<file path="config.mk">
export PLATFORM = sky130hd
export DESIGN_NAME = mem_load_ctrl
export DESIGN_NICKNAME = d
export VERILOG_FILES = /design/src/rtl/mem_load_ctrl_pkg.sv /design/src/rtl/mem_load_ctrl.sv
export SDC_FILE = /design/constraint.sdc
export NUM_CORES = 1
export LEC_CHECK = 0
export CAP_MARGIN = 25
export CORE_MARGIN = 2
export CORE_UTILIZATION = 50
export DETAILED_ROUTE_END_ITERATION = 10
export PLACE_DENSITY_LB_ADDON = 0.1
export RECOVER_POWER = 25
export REMOVE_ABC_BUFFERS = 1
export SETUP_SLACK_MARGIN = 0.4
export SYNTH_ARGS = -nofsm -noshare
export SYNTH_HDL_FRONTEND = slang
export SYNTH_SLANG_ARGS = --single-unit
</file>
<file path="constraint.sdc">
create_clock -name clk -period 2.1 [get_ports clk]
set_input_delay 0.42 -clock clk [delete_from_list [all_inputs] [get_ports clk]]
set_output_delay 0.42 -clock clk [all_outputs]
set_load 0.01 [all_outputs]
</file>
<file path="src/rtl/mem_load_ctrl_pkg.sv">
// Shared definitions for the frame-to-memory loader and the memory it feeds:
// FSM encoding, header byte layout and memory geometry.
package mem_load_ctrl_pkg;

    localparam int DEPTH  = 320;
    localparam int ADDR_W = 9;
    localparam int CNT_W  = 9;

    // Header byte 0 carries addr[8] in this bit; every other bit must be zero.
    localparam int HDR_HI_BIT = 0;

    typedef enum logic [2:0] {
        ST_IDLE,
        ST_ADDR_LO,
        ST_LEN,
        ST_DATA,
        ST_DRAIN
    } state_t;

    function automatic logic hdr_hi_bad(input logic [7:0] b);
        return |b[7:1];
    endfunction

endpackage

</file>
<file path="src/rtl/mem_load_ctrl.sv">
// Parses addr_hi/addr_lo/len headed byte frames into memory writes, one cycle after each data byte.
// Never back-pressures: in_ready drops only under reset or abort.
module mem_load_ctrl
    import mem_load_ctrl_pkg::*;
#(
    parameter int M  = DEPTH,
    parameter int N  = 8,
    parameter int AW = ADDR_W
) (
    input  logic          clk,
    input  logic          rst_n,
    input  logic [7:0]    in_data,
    input  logic          in_valid,
    output logic          in_ready,
    input  logic          abort,
    output logic [AW-1:0] mem_addr,
    output logic [N-1:0]  mem_data,
    output logic          mem_we,
    output logic          busy,
    output logic          done,
    output logic          err,
    input  logic          clear_err
);

    state_t             r_state, w_state;
    logic [AW-1:0]      r_addr, w_addr;
    logic [CNT_W-1:0]   r_cnt, w_cnt;
    logic               r_addr_hi, w_addr_hi;
    logic               r_bad, w_bad;
    logic               r_err, w_err;
    logic [AW-1:0]      r_mem_addr, w_mem_addr;
    logic [N-1:0]       r_mem_data, w_mem_data;
    logic               r_mem_we, w_mem_we;
    logic               r_done, w_done;

    logic               w_err_ev;
    logic [8:0]         w_start;
    logic               w_oob;

    assign w_start = {r_addr_hi, in_data};
    assign w_oob   = (32'(w_start) >= 32'(M));

    always_comb begin
        w_state    = r_state;
        w_addr     = r_addr;
        w_cnt      = r_cnt;
        w_addr_hi  = r_addr_hi;
        w_bad      = r_bad;
        w_err_ev   = 1'b0;
        w_mem_addr = r_mem_addr;
        w_mem_data = r_mem_data;
        w_mem_we   = 1'b0;
        w_done     = 1'b0;

        if (abort) begin
            w_state = ST_IDLE;
        end else if (in_valid) begin
            case (r_state)
                ST_IDLE: begin
                    w_addr_hi = in_data[HDR_HI_BIT];
                    w_bad     = hdr_hi_bad(in_data);
                    w_err_ev  = w_bad;
                    w_state   = ST_ADDR_LO;
                end
                ST_ADDR_LO: begin
                    w_addr   = AW'(w_start);
                    w_bad    = r_bad | w_oob;
                    w_err_ev = w_oob;
                    w_state  = ST_LEN;
                end
                ST_LEN: begin
                    w_cnt   = {1'b0, in_data} + 9'd1;
                    w_state = r_bad ? ST_DRAIN : ST_DATA;
                end
                ST_DATA: begin
                    w_mem_we   = 1'b1;
                    w_mem_addr = r_addr;
                    w_mem_data = N'(in_data);
                    w_addr     = (r_addr == AW'(M - 1)) ? '0 : r_addr + AW'(1);
                    w_cnt      = r_cnt - 9'd1;
                    if (r_cnt == 9'd1) begin
                        w_done  = 1'b1;
                        w_state = ST_IDLE;
                    end
                end
                ST_DRAIN: begin
                    w_cnt = r_cnt - 9'd1;
                    if (r_cnt == 9'd1) begin
                        w_state = ST_IDLE;
                    end
                end
                default: w_state = ST_IDLE;
            endcase
        end

        // A new error outranks a simultaneous clear.
        w_err = w_err_ev | (r_err & ~clear_err);
    end

    always_ff @(posedge clk or negedge rst_n) begin
        if (!rst_n) begin
            r_state    <= ST_IDLE;
            r_addr     <= '0;
            r_cnt      <= '0;
            r_addr_hi  <= 1'b0;
            r_bad      <= 1'b0;
            r_err      <= 1'b0;
            r_mem_addr <= '0;
            r_mem_data <= '0;
            r_mem_we   <= 1'b0;
            r_done     <= 1'b0;
        end else begin
            r_state    <= w_state;
            r_addr     <= w_addr;
            r_cnt      <= w_cnt;
            r_addr_hi  <= w_addr_hi;
            r_bad      <= w_bad;
            r_err      <= w_err;
            r_mem_addr <= w_mem_addr;
            r_mem_data <= w_mem_data;
            r_mem_we   <= w_mem_we;
            r_done     <= w_done;
        end
    end

    assign in_ready = rst_n & ~abort;
    assign busy     = (r_state != ST_IDLE);
    assign mem_addr = r_mem_addr;
    assign mem_data = r_mem_data;
    assign mem_we   = r_mem_we;
    assign done     = r_done;
    assign err      = r_err;

endmodule

</file>
### After elaboration in Yosys (flattened, before gate mapping)

Cells that the tools add are included.

* $add $sub $neg: 3
* magnitude comparators: 1
* bitwise logic cells: 6
* equal/unequal tests: 7
* muxes and demuxes: 19
* reductions and logical operators: 14

Operators by type and width (number)
* $pmux W9 S2: 2
* $reduce_and A3 Y1: 5
* $mux W3: 4
* $pmux W3 S4: 1
* $add A8 B1 Y9 const B: 1
* $add A9 B1 Y9 const B: 1
* $eq A9 B1 Y1 const B: 1
* $eq A9 B9 Y1 const B: 1
* $ge A9 B9 Y1 const B: 1
* $mux W1: 9
* $mux W9: 1
* $sub A9 B1 Y9 const B: 1
* $reduce_bool A2 Y1: 4
* $reduce_or A7 Y1: 1
* $eq A3 B2 Y1 const B: 2
* $pmux W1 S2: 2
* $eq A3 B1 Y1 const B: 1
* $eq A3 B3 Y1 const B: 1
* $logic_not A3 Y1: 1
* $ne A3 B1 Y1 const B: 1
* $reduce_bool A3 Y1: 1
* $and A1 B1 Y1: 2
* $not A1 Y1: 2
* $or A1 B1 Y1: 2
* other kinds (2): 2

* bits of input ports: 13
* output and inout bits: 22
* logic and storage cells: 60
* register bits after elaboration: 43

### Logic depth before layout (Yosys ltp)

* word-level depth: 5
* mapped depth: 6
* gate-level depth less buffers: 6

### Worst setup path before layout

OpenSTA, ideal clock, no wires.

* path kind: register to register
* from: register r_addr[0]
* to: register r_addr[3]
* data arrival time: 1.526 ns
* setup slack: 0.453 ns
* setup time: 0.121 ns
* buffers on the path: 0
* period minus slack after synthesis: 1.647 ns
* data required time: 1.979 ns
* cell stages (with the launch flop): 6
* cell sequence: dfrtp_1 ha_1 nand3_2 o41ai_4 o32ai_1 a22o_1

* word-level cells in the longest chain between the ends: 3
* elaborated cells between the ends (all ways): 4
* classes of those cells: 1 x add/sub; 1 x eq/ne; 2 x mux

RTL lines
* start, declared: RTL line mem_load_ctrl.sv:26 `logic [AW-1:0] r_addr, w_addr;`
* start signal, assigned: RTL line mem_load_ctrl.sv:114 `r_addr <= w_addr;`
* $add A9 B1 Y9 / $eq A9 B9 Y1 (equally long branches): RTL line mem_load_ctrl.sv:79 `w_addr = (r_addr == AW'(M - 1)) ? '0 : r_addr + AW'(1);`
* $mux W9 (*): RTL line mem_load_ctrl.sv:79
* $pmux W9 S2 (*): RTL line mem_load_ctrl.sv:58 `case (r_state)`

Every way passes the cells marked *; elsewhere a longest branch is shown, timed or not.
A chain may end at the register's enable or synchronous reset.

### Final worst setup path

* from: register r_state[2]
* to: register r_mem_data[5], in the netlist mem_data[5]

* word-level cells in the longest chain between the ends: 2

RTL lines
* start, declared: RTL line mem_load_ctrl.sv:25 `state_t r_state, w_state;`
* start signal, assigned: RTL line mem_load_ctrl.sv:113 `r_state <= w_state;`
* $eq A3 B2 Y1: RTL line mem_load_ctrl.sv:58
* $reduce_and A3 Y1 (no source line)
* end signal, assigned: RTL line mem_load_ctrl.sv:120 `r_mem_data <= w_mem_data;`
* end, declared: RTL line mem_load_ctrl.sv:32 `logic [N-1:0] r_mem_data, w_mem_data;`

Every way passes these cells.

==> impl_metrics.py <==
metrics = {
    "global_routing": {
        "grt.overflow.total": 0,
        "grt_first_pass_wirelength_um": 9630,
        "grt_pass1_vias": 1972,
        "track_usage_pct": 23.5,
        "grt_start_max_net_pins": 44,
        "antenna_found_initial": 0,
    },
    "route": {
        "via_per_inst": 5.92,
        "wl_per_cell_um": 17.5,
        "ant_nets": 0,
        "drt_iter0_markers": 131,
        "wirelength_um": 6390,
        "vias": 2165,
        "drc_errors": 0,
        "drt-pass1-iter-count": 4,
    },
    "critical_path": {
        "cp.arrival_ns": 1.89,
        "end_kind": "flip-flop",
        "reg2regPathDepth": 6,
        "worstPathRequired_ns": 2.28,
        "reg2reg_slack_ns": 0.39,
        "r2r-end": "mem_data[5]",
        "worst-path-max-fanout": 8,
        "r2r_start": "r_state[2]",
        "criticalPathCategory": "reg -> reg",
        "critPathLaunchType": "flip-flop",
    },
    "power_and_ir_drop": {
        "clkPwrFrac_pct": 27.4,
        "power_frac_seq_pct": 44.0,
        "p_sw_share_pct": 31.3,
        "intPower_mw": 1.91,
        "p_sw_mw": 0.871,
        "cellPowerDensity_nw_per_um2": 826,
        "power_frac_comb_pct": 28.6,
        "leakagePower_nw": 1.47,
        "ir_drop_mv": 0.499,
    },
    "clocking": {
        "htree_levels": 2,
        "cts_tree": "built",
        "cts_root_buf": "clkbuf_8",
        "hold_buffers": 0,
        "cts_buffers": 5,
        "clk_pin_slew_ns": 0.08,
        "clock_latency_ns": 0.30,
        "clock_sinks": 43,
        "cts_buffer_depth": 2,
    },
    "timing": {
        "fin_skew_ns": 0.00660,
        "finalMaxSlewViolations": 0,
        "setup_viol_count_final": 0,
        "min_period_ns": 1.71,
        "tns_ns": 0,
        "tightest_slew_ns": 1.09,
        "finalHoldViolations": 0,
        "relSlewSlack_pct": 27.6,
        "max_freq_ghz": 0.584,
        "rsz0062_at_grt": "yes",
        "fin_crit_sh_pct": 81.5,
    },
    "placement": {
        "portBuffers": 34,
        "dp_hpwl_um": 4060,
        "place.gp.congestion": 0.921,
    },
    "logic_synthesis": {
        "ys_seq_area_share_pct": 44.6,
        "syn_inst": 242,
        "synth_edf_count": 0,
        "ys_types": 55,
        "synthTopCellsByArea": "dfrtp_1 45%, o21ai_0 6.0%, mux2_2 3.7%",
        "yosysTopAreaCell": "dfrtp_1",
        "yosysWarningCount": 0,
        "yosysMostFrequentCell": "dfrtp_1",
        "async_flop_share_pct": 100,
        "synth.top_cells.by_count": "43 x dfrtp_1, 29 x o21ai_0, 17 x nand2_1",
        "post_synth.cell_area_avg_um2": 9.97,
        "synthFlopType": "dfrtp_1",
        "netlist_area_um2": 2410,
        "netlist.area_leader.share_pct": 44.6,
        "synth-seq-cells": 43,
    },
    "outcome": {
        "status": "finished clean",
    },
    "job": {
        "maxCapViolCount": 0,
    },
    "floorplan": {
        "die_area_um2": 5400,
        "coreArea_um2": 4690,
        "dieWidth_um": 73.5,
        "top_level_ports": 35,
        "row_count": 25,
        "start_util_pct": 51.4,
        "die_y_um": 73.5,
    },
    "final_layout": {
        "regArea_um2": 1080,
        "diodes": 0,
        "area.growth.synth_to_final_pct": 39.8,
        "fillers": 341,
        "final_util_pct": 71.9,
        "drive_gt1_share_pct": 30.8,
        "multi_input_area_um2": 1370,
        "layout.nets": 329,
    },
    "hold_path": {
        "whs_path_depth": 2,
        "hp-start": "mem_data[4]",
        "hp-class": "reg -> reg",
        "holdPathEnd": "mem_data[4]",
    },
}
==> worst max path at each step <==
stage,from,end,cells after the start
floorplan,r_state[0],mem_addr[4],3
global placement,abort,r_addr_hi,4
detailed placement,in_valid,r_cnt[6],5
CTS,r_state[2],busy,2
global route,r_addr[1],r_addr[3],6
finish,r_state[2],mem_data[5],6
==> through the flow <==
step	hold WS, ns	power, mW	cells	setup WS [ns]	cell area (µm²)
6_report	0.483	2.79	366	0.388	3370
5_1_grt	0.499	2.94	366	0.342	3370
4_1_cts	0.310	2.65	354	0.321	3140
3_5_place_dp	0.470	1.84	337	0.0146	2890
3_3_place_gp	0.460	1.82	337	0.0425	2890
2_1_floorplan	0.124	1.54	232	0.332	2340
==> worst max-delay path: stages, from the launching register on <==
cell	delay, ns
dfrtp_2	0.43
buf_6	0.14
buf_6	0.11
and4bb_2	0.34
nand2_4	0.11
buf_12	0.17
mux2_4	0.30
==> power groups by stage <==
stage / clock [mW] / combinational (mW) / sequential, mW
global placement: 0 / 0.616 / 1.21
global route: 0.813 / 0.872 / 1.26
floorplan: 0 / 0.348 / 1.19
detailed placement: 0 / 0.624 / 1.21
CTS: 0.783 / 0.680 / 1.19
finish: 0.764 / 0.795 / 1.23
==> cell families after synthesis <==
logic type | Yosys count | share of synthesized area (%)
AOI/OAI and AO/OA | 70 | 20.2
xor gates and xnor gates | 6 | 2.18
adders and majority gates | 5 | 2.59
buffers and inverters | 24 | 5.08
DFF | 43 | 44.6
muxes | 13 | 6.07
and+or+nand+nor | 81 | 19.2
==> flip-flops by register name (all words and copies together), names as in the netlist <==
register / cells
r_state: 3
mem_data: 8
r_addr: 9
r_addr_hi: 1
mem_addr: 9
err: 1
mem_we: 1
done: 1
r_cnt: 9
r_bad: 1
==> final cells by class <==
cell class,count,share of cell area (%)
multi-input combinational,175,40.6
timing repair buffer,72,19.9
sequential,43,32.0
inverter,14,1.56
clock inverter,2,1.78
tap,54,2.00
clock buffer,6,2.15
==> cell usage in the layout, fill, tap and decap left out, types with 6 or more instances in the layout <==
cell type and n:
dfrtp_1 40, buf_4 31, clkdlybuf4s50_1 28, o21ai_0 27
nand2_1 17, inv_1 12, nor2_1 12, a22o_1 9
mux2_2 8, a21oi_1 7, nor3_1 6
==> per-layer routing <==
metal / global-route usage [%] / vias up / wire (µm)
met2: 38.8 / 67 / 3210
met3: 4.39 / 12 / 286
met4: 8.69 / 0 / 123
li1: - / 1020 / -
met5: 0 / - / 0
met1: 30.5 / 1066 / 2770
==> what timing repair did <==
action / 4_1_cts / 5_1_grt
hold endpoints to repair: 0 / 0
gates resized for setup: 22 / 31
endpoints found under the setup margin: 18 / 29
setup buffers: 9 / 10
cloned: 0 / 2
pin swaps: 3 / 12
Note: power is estimated with default switching activity, not from simulation.
